===== config.mk =====
export PLATFORM = sky130hd
export DESIGN_NAME = saradc_seq_ctrl
export DESIGN_NICKNAME = d
export VERILOG_FILES = /design/src/rtl/saradc_seq_ctrl.sv
export SDC_FILE = /design/constraint.sdc
export NUM_CORES = 1
export LEC_CHECK = 0
export CORE_MARGIN = 3
export CORE_UTILIZATION = 36
export DETAILED_ROUTE_END_ITERATION = 8
export SLEW_MARGIN = 20
export SYNTH_ARGS = -nofsm -noshare
export SYNTH_HDL_FRONTEND = slang
export SYNTH_SLANG_ARGS = --single-unit

===== constraint.sdc =====
create_clock -name clk_i -period 4.1 [get_ports clk_i]
set_input_delay 0.82 -clock clk_i [delete_from_list [all_inputs] [get_ports clk_i]]
set_output_delay 0.82 -clock clk_i [all_outputs]
set_load 0.1 [all_outputs]

===== src/rtl/saradc_seq_ctrl.sv =====
// saradc_seq_ctrl: conversion sequencer for the saradc macro with 2^N averaging,
// calibration with deferred requests, timeout abort and continuous burst repeat.
module saradc_seq_ctrl #(
  parameter int RES_W      = 10,
  parameter int AVG_MAX    = 3,
  parameter int TIMEOUT    = 255,
  parameter int CAL_CYCLES = 16
) (
  input  logic             clk_i,
  input  logic             rst_ni,
  input  logic             start_i,
  input  logic             continuous_i,
  input  logic             cal_req_i,
  input  logic [1:0]       avg_log2_i,
  input  logic [15:0]      period_i,
  input  logic             err_clr_i,
  output logic             adc_en_o,
  output logic             adc_cal_o,
  input  logic [RES_W-1:0] adc_result_i,
  input  logic             adc_valid_i,
  output logic [RES_W-1:0] data_o,
  output logic             data_valid_o,
  output logic             busy_o,
  output logic             timeout_err_o
);
  localparam int ACC_W = RES_W + AVG_MAX;
  localparam int CW = AVG_MAX + 1;
  localparam logic [1:0] AVG_CAP = 2'(AVG_MAX);
  typedef enum logic [2:0] {IDLE, CAL, ARM, WAIT, REARM, DONE, GAP} state_e;
  state_e state_q, state_d;
  logic [15:0] tmr_q, tmr_d, per_q, per_d;
  logic [ACC_W-1:0] acc_q, acc_d, sum;
  logic [CW-1:0] smp_q, smp_d, last;
  logic [1:0] avg_q, avg_d;
  logic [RES_W-1:0] data_q, data_d;
  logic pend_q, pend_d, err_q, err_d;
  assign sum = acc_q + ACC_W'(adc_result_i);
  assign last = (CW'(1) << avg_q) - CW'(1);
  always_comb begin
    state_d = state_q;
    acc_d = acc_q;
    smp_d = smp_q;
    avg_d = avg_q;
    per_d = per_q;
    data_d = data_q;
    err_d = err_clr_i ? 1'b0 : err_q;
    case (state_q)
      IDLE: state_d = (pend_q || cal_req_i) ? CAL : (start_i || continuous_i) ? ARM : IDLE;
      CAL: state_d = (tmr_q == 16'(CAL_CYCLES - 1)) ? IDLE : CAL;
      ARM: begin
        avg_d = (avg_log2_i > AVG_CAP) ? AVG_CAP : avg_log2_i;
        per_d = period_i;
        acc_d = '0;
        smp_d = '0;
        state_d = WAIT;
      end
      WAIT: begin
        if (adc_valid_i) begin
          acc_d = sum;
          smp_d = smp_q + CW'(1);
          data_d = (smp_q == last) ? RES_W'(sum >> avg_q) : data_q;
          state_d = (smp_q == last) ? DONE : REARM;
        end else if (tmr_q == 16'(TIMEOUT - 1)) begin
          err_d = 1'b1;
          state_d = IDLE;
        end
      end
      REARM: state_d = WAIT;
      DONE: state_d = pend_q ? CAL : !continuous_i ? IDLE : (per_q == 16'd0) ? ARM : GAP;
      GAP: state_d = !continuous_i ? IDLE : (tmr_q == per_q - 16'd1) ? ARM : GAP;
      default: state_d = IDLE;
    endcase
    // a request landing on the cycle a cal starts is kept for one more run
    pend_d = ((state_d == CAL && state_q != CAL) ? 1'b0 : pend_q) | (cal_req_i && state_q != IDLE);
    tmr_d = (state_d != state_q) ? 16'd0 : tmr_q + 16'd1;
  end
  always_ff @(posedge clk_i or negedge rst_ni) begin
    if (!rst_ni) begin
      state_q <= IDLE;
      tmr_q <= '0;
      per_q <= '0;
      acc_q <= '0;
      smp_q <= '0;
      avg_q <= '0;
      data_q <= '0;
      pend_q <= 1'b0;
      err_q <= 1'b0;
    end else begin
      state_q <= state_d;
      tmr_q <= tmr_d;
      per_q <= per_d;
      acc_q <= acc_d;
      smp_q <= smp_d;
      avg_q <= avg_d;
      data_q <= data_d;
      pend_q <= pend_d;
      err_q <= err_d;
    end
  end
  assign adc_en_o = (state_q == ARM) || (state_q == WAIT);
  assign adc_cal_o = (state_q == CAL);
  assign data_valid_o = (state_q == DONE);
  assign busy_o = (state_q != IDLE);
  assign data_o = data_q;
  assign timeout_err_o = err_q;
endmodule

==> flow_summary.json, run 1 <==
{
  "drv_cap": 0,
  "hold_viol": 0,
  "synth_cell_types": 58,
  "rsz0062_at_grt": "false",
  "grt_pass1_wl_um": 17400,
  "max_slew_margin_pct": 34.3,
  "grt_overflow": 0,
  "drt-initial-drc-count": 141,
  "syn2layout_area_growth_pct": 20.3,
  "path_clk_slew_ns": 0.05,
  "dp_hpwl_um": 7650,
  "antenna_found_initial": 0,
  "drtAntennaViolNets": 0,
  "tightest_slew_ns": 0.983,
  "synthesis.area_um2": 4240,
  "yosys_most_used_dff": "dfrtp_1",
  "p_comb_share_pct": 52.9,
  "grt_max_degree": 27,
  "avgRoutedWirePerCell_um": 16.1,
  "cts_buffers": 9,
  "fp.coreArea_um2": 11200,
  "fin_crit_sh_pct": 78.9,
  "endpoint_kind": "flop",
  "place.gp.congestion": 0.849,
  "synth_top_area_cell": "dfrtp_1",
  "viasPerCell": 5.55,
  "ioPinCount": 50,
  "final_util_pct": 45.6,
  "layout-drive-gt1-share_pct": 9.40,
  "antennaDiodeCount": 0,
  "avgSynthCellArea_um2": 9.35,
  "fp-row-count": 38,
  "vdd_drop_max_mv": 0.412,
  "fin_nets": 549,
  "maxClockFrequency_ghz": 0.309,
  "cp.arrival_ns": 3.41,
  "clockBufferDepth": 2,
  "fillCellCount": 1038,
  "fin_crit_ns": 3.23,
  "worstPathMaxFanout": 16,
  "critical_path_class": "flop to flop",
  "p_per_area_nw_per_um2": 757,
  "ys_seq_area_share_pct": 39.0,
  "async_flop_share_pct": 100,
  "status": "complete, no violations",
  "clockPowerShare_pct": 17.3,
  "syn-instance-count": 453,
  "htreeDepth": 3,
  "grt_pass1_vias": 3530,
  "ys_ff_latch": 66,
  "setup_tns_ns": 0,
  "grt_usage_pct": 16.7,
  "cellLeakagePower_nw": 2.13,
  "clock-root-buffer": "clkbuf_16",
  "die_w_um": 114,
  "synth_area_leaders": "dfrtp_1 39%, xnor2_1 5.0%, mux2_2 4.8%",
  "drt_pass1_iterations": 4,
  "die_area_um2": 13100,
  "placement.io_buffers": 49,
  "finClkSkew_ns": 0.00614,
  "multi_input_area_um2": 2440,
  "start_kind": "flop",
  "hp-class": "flop to flop",
  "postCtsSetupRepairBufs": 0,
  "synth_top_area_share_pct": 39.0,
  "vias": 3550,
  "layout_commonest_cell": "dfrtp_1",
  "internal-power_mw": 2.03,
  "syn-num-nets": 503,
  "ctsResizeCount": 0,
  "yosys_warnings": 0,
  "cts_hold_buf": 0,
  "final-max-slew-violation-count": 0,
  "seqPwrFrac_pct": 29.8,
  "ff_latch_area_um2": 1650,
  "layout_common_cells": "66 x dfrtp_1, 46 x clkdlybuf4s50_1, 41 x nand2_1",
  "cts_sinks": 66,
  "cts_tree": "yes",
  "routed_wl_um": 10300,
  "chipHeight_um": 114,
  "setup_viol": 0,
  "synth_edf_count": 0,
  "p_switching_mw": 1.83,
  "p_sw_share_pct": 47.3,
  "initial_core_util_pct": 37.9,
  "crit_required_ns": 4.27,
  "clkLatencyLatePin_ns": 0.33,
  "remaining_drc_errors": 0
}
## cell families after synthesis
group / after synthesis / share of synthesized area [%]
mux: 26 / 6.67
buf+inv: 34 / 3.51
xor+xnor: 45 / 9.30
simple gates: 168 / 20.6
flops: 66 / 39.0
fa+ha+maj: 15 / 4.61
compound gates: 99 / 16.3
## cells in the mapped netlist (8+ instances only)
cell type	number
nor2b_1	8
nand4_1	8
clkbuf_1	14
a21oi_1	15
a211oi_1	8
xor2_1	21
nand2_1	41
xnor2_1	24
nor3_1	28
mux2i_1	8
nand3_1	17
dfrtp_1	66
inv_1	14
ha_1	14
mux2_2	18
o21ai_0	25
nor2_1	25
a22o_1	8
## worst paths after layout
kind	from	end	slack, ns	cells past startpoint
min in group asynchronous	rst_ni	per_q[7]	0.49	1
worst min-delay path	data_o[3]	data_o[3]	0.47	1
max in group asynchronous	rst_ni	acc_q[0]	2.85	2
worst max-delay path	per_q[0]	tmr_q[4]	0.87	9
worst min register to register	data_o[3]	data_o[3]	0.47	1
worst max register to register	per_q[0]	tmr_q[4]	0.87	9
## flip-flops by register name, summed over array words and instances (netlist names)
signal,cells
acc_q,13
avg_q,2
data_o,10
pend_q,1
per_q,16
smp_q,4
state_q,3
timeout_err_o,1
tmr_q,16
## power by group through the flow
stage	Combinational [mW]	Sequential, mW	Clock [mW]
5_1_grt	2.24	1.19	0.714
2_1_floorplan	1.32	1.39	0
6_report	2.04	1.15	0.669
3_5_place_dp	2.04	1.16	0
3_3_place_gp	2.02	1.15	0
4_1_cts	2.05	1.15	0.693
## worst max-delay path, cell delays in order, from the launching register on
cell,delay [ns]
dfrtp_1,0.43
inv_1,0.09
ha_1,0.23
nor4b_1,0.60
nand4_1,0.33
xnor2_1,0.20
mux2i_1,0.13
a2bb2oi_1,0.14
nor4_4,0.79
nor3_1,0.13
## per-stage QoR
step	instances	hold slack (ns)	power, mW	worst slack [ns]	area (µm²)
floorplan	453	0.454	2.71	1.03	4240
global placement	628	0.469	3.17	0.696	4850
detailed placement	628	0.467	3.20	0.629	4850
CTS	640	0.479	3.89	0.788	5100
global route	640	0.491	4.14	0.555	5100
finish	640	0.473	3.86	0.866	5100
## per-layer routing
layer / vias up / routed length, µm / track usage, %
li1: 1748 / - / -
met1: 1717 / 4690 / 21.3
met2: 68 / 4910 / 27.2
met3: 17 / 489 / 4.76
met4: 0 / 196 / 5.62
met5: - / 0 / 0
## layout make-up
class                   count  area share [%]
repair buffers             55            10.3
clock buffers              11            4.76
inverters                  14            1.03
well taps                 140            3.44
multi-input cells         353            47.9
flip-flops and latches     66            32.4
clock inverters             1          0.0982
Note: power is estimated with default switching activity, not from simulation.
==> run 2: changes to the inputs <==
==> constraint.sdc (replaced) <==
create_clock -name clk_i -period 2.72 [get_ports clk_i]
set_input_delay 0.544 -clock clk_i [delete_from_list [all_inputs] [get_ports clk_i]]
set_output_delay 0.544 -clock clk_i [all_outputs]
set_load 0.1 [all_outputs]
==> run 2 against run 1 <==
Via count up 3.9%. Worst hold slack worse by 0.26 ns. Flip-flop and latch count unchanged. Power increased by 63%. Clock-buffer cell count is 3 higher. Core utilization up 3.3 points. Final area grew 7.3%. First-iteration DRC count rose by 57%. Critical path type is now input port to flop. Critical endpoint is now data_o[8]. Largest power group unchanged.
==> flow_summary.json, run 2 (same netlist as run 1, synthesis figures left out) <==
{
  "status": "complete, no violations",
  "tightest_slew_ns": 0.604,
  "grt_pass1_vias": 3662,
  "antenna_found_initial": 0,
  "fillCellCount": 1026,
  "worst_path_largest_cell_delay_ns": 0.41,
  "cts_hold_buf": 0,
  "antennaDiodeCount": 0,
  "path_clk_slew_ns": 0.06,
  "cts_tree": "yes",
  "syn2layout_area_growth_pct": 29.1,
  "cellLeakagePower_nw": 2.35,
  "fp-row-count": 38,
  "setup_viol": 0,
  "vias": 3690,
  "clock-root-buffer": "clkbuf_16",
  "ioPinCount": 50,
  "fin_crit_ns": 2.63,
  "initial_core_util_pct": 37.9,
  "viasPerCell": 5.45,
  "remaining_drc_errors": 0,
  "clockBufferDepth": 2,
  "rsz0062_at_grt": "true",
  "cp.arrival_ns": 2.87,
  "htreeDepth": 3,
  "holdWs_ns": 0.216,
  "vdd_drop_max_mv": 0.594,
  "post-place-ws_ns": -0.409,
  "avgRoutedWirePerCell_um": 15.7,
  "worst_slack_ns": 0.0926,
  "final_util_pct": 48.9,
  "clkLatencyLatePin_ns": 0.33,
  "fp.coreArea_um2": 11200,
  "worstReg2RegStart": "per_q[1]",
  "routed_wl_um": 10600,
  "crit_slowest_cell": "clkdlybuf4s50_1",
  "layout_common_cells": "66 x dfrtp_1, 52 x buf_4, 41 x nand2_1",
  "finClkSkew_ns": 0.00628,
  "worstPathMaxFanout": 3,
  "die_w_um": 114,
  "path_delay_family": "compound AO/OA/AOI/OAI gates",
  "critical_path_class": "input port to flop",
  "cts_sinks": 66,
  "crit_required_ns": 2.96,
  "path_buf_inv": 1,
  "grt_overflow": 0,
  "chipHeight_um": 114,
  "drtAntennaViolNets": 0,
  "fin_crit_sh_pct": 96.6,
  "cts_buffers": 9,
  "fin_nets": 582,
  "placement.io_buffers": 49,
  "largestRegisters": "per_q (16), tmr_q (16), acc_q (13)",
  "final-max-slew-violation-count": 0,
  "p_per_area_nw_per_um2": 1150,
  "dp_hpwl_um": 7970,
  "layout_commonest_cell": "dfrtp_1",
  "grt_usage_pct": 17.1,
  "grt_pass1_wl_um": 17900,
  "layout-drive-gt1-share_pct": 20.3,
  "endpoint_kind": "flop",
  "max_slew_margin_pct": 59.8,
  "hold_viol": 0,
  "drt-initial-drc-count": 221,
  "place.gp.congestion": 0.854,
  "die_area_um2": 13100,
  "drv_cap": 0,
  "cp-startpoint": "adc_result_i[0]",
  "hp-class": "input port to async pin",
  "grt_max_degree": 43,
  "start_kind": "input port",
  "path_cells": "clkdlybuf4s50_1 -> ha_2 -> fa_2 -> a21oi_2 -> nor2_2 -> o41ai_2 -> nand2_1 -> xnor2_2 -> o211a_1 -> o31ai_2",
  "drt_pass1_iterations": 4,
  "maxClockFrequency_ghz": 0.381
}
==> run 2: cell count changes in the layout (fill, tap and decap cells not counted), moves of 2 or more <==
| cell | previous run | this run |
|---|---|---|
| buf_4 | 8 | 52 |
| clkdlybuf4s50_1 | 46 | 33 |
| o21ai_0 | 25 | 22 |
| o21ai_1 | 0 | 3 |
| buf_12 | 0 | 2 |
| clkbuf_8 | 1 | 3 |
| o41ai_1 | 3 | 1 |
| o41ai_2 | 0 | 2 |
| xnor2_1 | 24 | 22 |
| xnor2_2 | 0 | 2 |
==> run 2: what timing repair did <==
item,4_1_cts,5_1_grt
pin swaps,0,5
endpoints found under the setup margin,1,26
setup buffers,0,0
resized for setup,1,15
==> run 2: layer usage <==
metal / vias to the layer above / share of wire, % / GRT usage [%]
met5: - / 0 / 0
met4: 0 / 1.7 / 6.89
met3: 12 / 3.3 / 2.64
met2: 47 / 49 / 27.7
met1: 1812 / 46 / 22.7
li1: 1819 / - / -
==> run 2: layout make-up <==
class                   count  area, µm²  share of cell area, %
clock buffers              14        274                   5.01
clock inverters             2       10.0                  0.183
multi-input cells         353       2530                   46.4
well taps                 140        175                   3.20
inverters                  14       56.3                   1.03
repair buffers             88        766                   14.0
flip-flops and latches     66       1650                   30.2
==> run 2: path summary, 6_finish.rpt <==
| check | cells after the start | to | slack [ns] |
|---|---|---|---|
| max | 10 | data_o[8] | 0.09 |
| min in group clk_i | 1 | data_o[3] | 0.47 |
| min | 1 | per_q[8] | 0.22 |
| max in group asynchronous | 2 | acc_q[0] | 1.85 |
| min reg2reg | 1 | data_o[3] | 0.47 |
| max reg2reg | 11 | tmr_q[4] | 0.21 |
==> run 2: report_power, final <==
group	switching (mW)	internal (mW)	leakage [nW]	total [mW]
Combinational	2.07	1.41	1.37	3.49
Sequential	0.388	1.31	0.846	1.70
Clock	0.419	0.689	0.143	1.11
Total	2.88	3.42	2.35	6.30
==> run 2: per-stage QoR <==
stage	instances	area [µm²]	power [mW]	TNS (ns)
2_1_floorplan	453	4260	4.10	0
3_3_place_gp	661	5110	5.05	-2.40
3_5_place_dp	661	5110	5.11	-2.66
4_1_cts	677	5400	6.25	0
5_1_grt	677	5470	6.76	-0.0793
6_report	677	5470	6.30	0
==> run 3: changes to the inputs <==
--- a/config.mk
+++ b/config.mk
@@ -6,8 +6,10 @@
 export NUM_CORES = 1
 export LEC_CHECK = 0
 export CORE_MARGIN = 3
-export CORE_UTILIZATION = 36
+export CORE_UTILIZATION = 45
 export DETAILED_ROUTE_END_ITERATION = 8
+export PLACE_DENSITY = 0.69
+export SKIP_CTS_REPAIR_TIMING = 1
 export SLEW_MARGIN = 20
 export SYNTH_ARGS = -nofsm -noshare
 export SYNTH_HDL_FRONTEND = slang
==> run 3 against run 2 <==
Sequential share of layout area rose by 0.28 points. Critical path depth decreased by 2. Die area down 19%. Flip-flop and latch count unchanged. Via count up 0.57%.
==> flow_summary.json, run 3 (same netlist as run 1, synthesis figures left out) <==
{
  "die_w_um": 103,
  "setup_viol": 0,
  "avgRoutedWirePerCell_um": 15.7,
  "initial_core_util_pct": 47.4,
  "vias": 3711,
  "ioPinCount": 50,
  "crit_required_ns": 2.94,
  "grt_pass1_vias": 3687,
  "clock-root-buffer": "clkbuf_8",
  "path_delay_family": "simple AND/OR/NAND/NOR gates",
  "fp-row-count": 34,
  "grt_max_degree": 54,
  "cts_buffers": 9,
  "antennaDiodeCount": 0,
  "final-max-slew-violation-count": 0,
  "drt-initial-drc-count": 178,
  "hp-class": "input port to async pin",
  "vdd_drop_max_mv": 0.564,
  "finClkSkew_ns": 0.0132,
  "worstReg2RegStart": "per_q[10]",
  "endpoint_kind": "flop",
  "fin_nets": 589,
  "placement.io_buffers": 49,
  "grt_pass1_wl_um": 16900,
  "clockBufferDepth": 2,
  "layout_commonest_cell": "dfrtp_1",
  "holdWs_ns": 0.0865,
  "multi_input_area_um2": 2530,
  "place.gp.congestion": 0.858,
  "start_kind": "flop",
  "ff_latch_area_um2": 1650,
  "die_area_um2": 10600,
  "hold_viol": 0,
  "post-place-ws_ns": -0.404,
  "drv_cap": 0,
  "grt_usage_pct": 20.0,
  "status": "complete, no violations",
  "tightest_slew_ns": 0.587,
  "cp-startpoint": "per_q[10]",
  "layout-drive-gt1-share_pct": 21.5,
  "maxClockFrequency_ghz": 0.385,
  "p_per_area_nw_per_um2": 1130,
  "path_clk_slew_ns": 0.08,
  "worst_path_largest_cell_delay_ns": 0.53,
  "largestRegisters": "per_q (16), tmr_q (16), acc_q (13)",
  "routed_wl_um": 10200,
  "dp_hpwl_um": 7690,
  "worst_slack_ns": 0.122,
  "cts_tree": "yes",
  "cellLeakagePower_nw": 2.35,
  "fp.coreArea_um2": 8930,
  "cts_sinks": 66,
  "crit_slowest_cell": "or4_4",
  "path_cells": "or4_4 -> or2_0 -> or4_4 -> a21oi_2 -> nand2_1 -> nor4_4 -> buf_12 -> nor3_1",
  "htreeDepth": 3,
  "cp.arrival_ns": 2.81,
  "drt_pass1_iterations": 4,
  "clkLatencyLatePin_ns": 0.35,
  "syn2layout_area_growth_pct": 27.9,
  "chipHeight_um": 103,
  "drtAntennaViolNets": 0,
  "grt_overflow": 0,
  "critical_path_class": "flop to flop",
  "fin_crit_ns": 2.60,
  "crit_top_cell": "or4_4",
  "layout_common_cells": "66 x dfrtp_1, 59 x buf_4, 41 x nand2_1",
  "max_slew_margin_pct": 60.8,
  "worstPathMaxFanout": 16,
  "fillCellCount": 774,
  "antenna_found_initial": 0,
  "remaining_drc_errors": 0,
  "path_buf_inv": 1,
  "viasPerCell": 5.69,
  "fin_crit_sh_pct": 95.5
}
[run 3: cell types whose count changed in the layout (fill, tap and decap cells not counted), sizes merged]
cell	before	now
buf	55	62
bufinv	0	2
clkbuf	14	9
clkdlybuf4s50	33	32
clkinv	2	1
clkinvlp	1	3
dlymetal6s2s	0	1
inv	13	15
[run 3: layout make-up]
cell class,instances,area share [%]
clock buffer,9,2.29
clock inverter,7,1.87
timing repair buffer,95,15.2
tap,108,2.49
inverter,14,1.04
sequential,66,30.5
multi-input combinational,353,46.7
[run 3: worst register-to-register path, delay by kind of cell, from the launching register on]
kind	cells	cell delay, ns
flops	1	0.38
compound gates	1	0.17
buf+inv	1	0.18
simple gates	6	1.74
[run 3: per-stage QoR]
| stage | setup TNS [ns] | area [µm²] | utilization [%] | power, mW | instances |
|---|---|---|---|---|---|
| 5_1_grt | -0.0413 | 5420 | 60.6 | 6.58 | 652 |
| 2_1_floorplan | 0 | 4260 | - | 4.10 | 453 |
| 3_3_place_gp | -3.73 | 5090 | 56.9 | 5.04 | 633 |
| 4_1_cts | -2.58 | 5310 | 59.5 | 6.08 | 649 |
| 3_5_place_dp | -4.96 | 5090 | 56.9 | 5.12 | 633 |
| 6_report | 0 | 5420 | 60.6 | 6.14 | 652 |
[run 3: report_power, final]
group          total [mW]  internal (mW)  switching (mW)
sequential           1.64           1.31           0.325
combinational        3.56           1.43            2.13
clock               0.945          0.524           0.421
[run 3: path summary, 6_finish.rpt]
kind	to	slack, ns	cells after the start
max	tmr_q[14]	0.12	8
min	per_q[6]	0.09	1
max reg2reg	tmr_q[14]	0.12	8
min reg2reg	data_o[3]	0.49	1
max in group asynchronous	acc_q[0]	2.04	2
min in group clk_i	data_o[3]	0.49	1
[run 3: routing by layer]
layer | GRT usage, % | wire length, µm | part of all wire (%) | vias to the layer above
met5 | 0 | 0 | 0 | -
met4 | 7.67 | 146 | 1.4 | 0
met3 | 2.84 | 345 | 3.4 | 13
met2 | 32.9 | 5000 | 49 | 70
met1 | 26.8 | 4710 | 46 | 1788
li1 | - | - | - | 1840
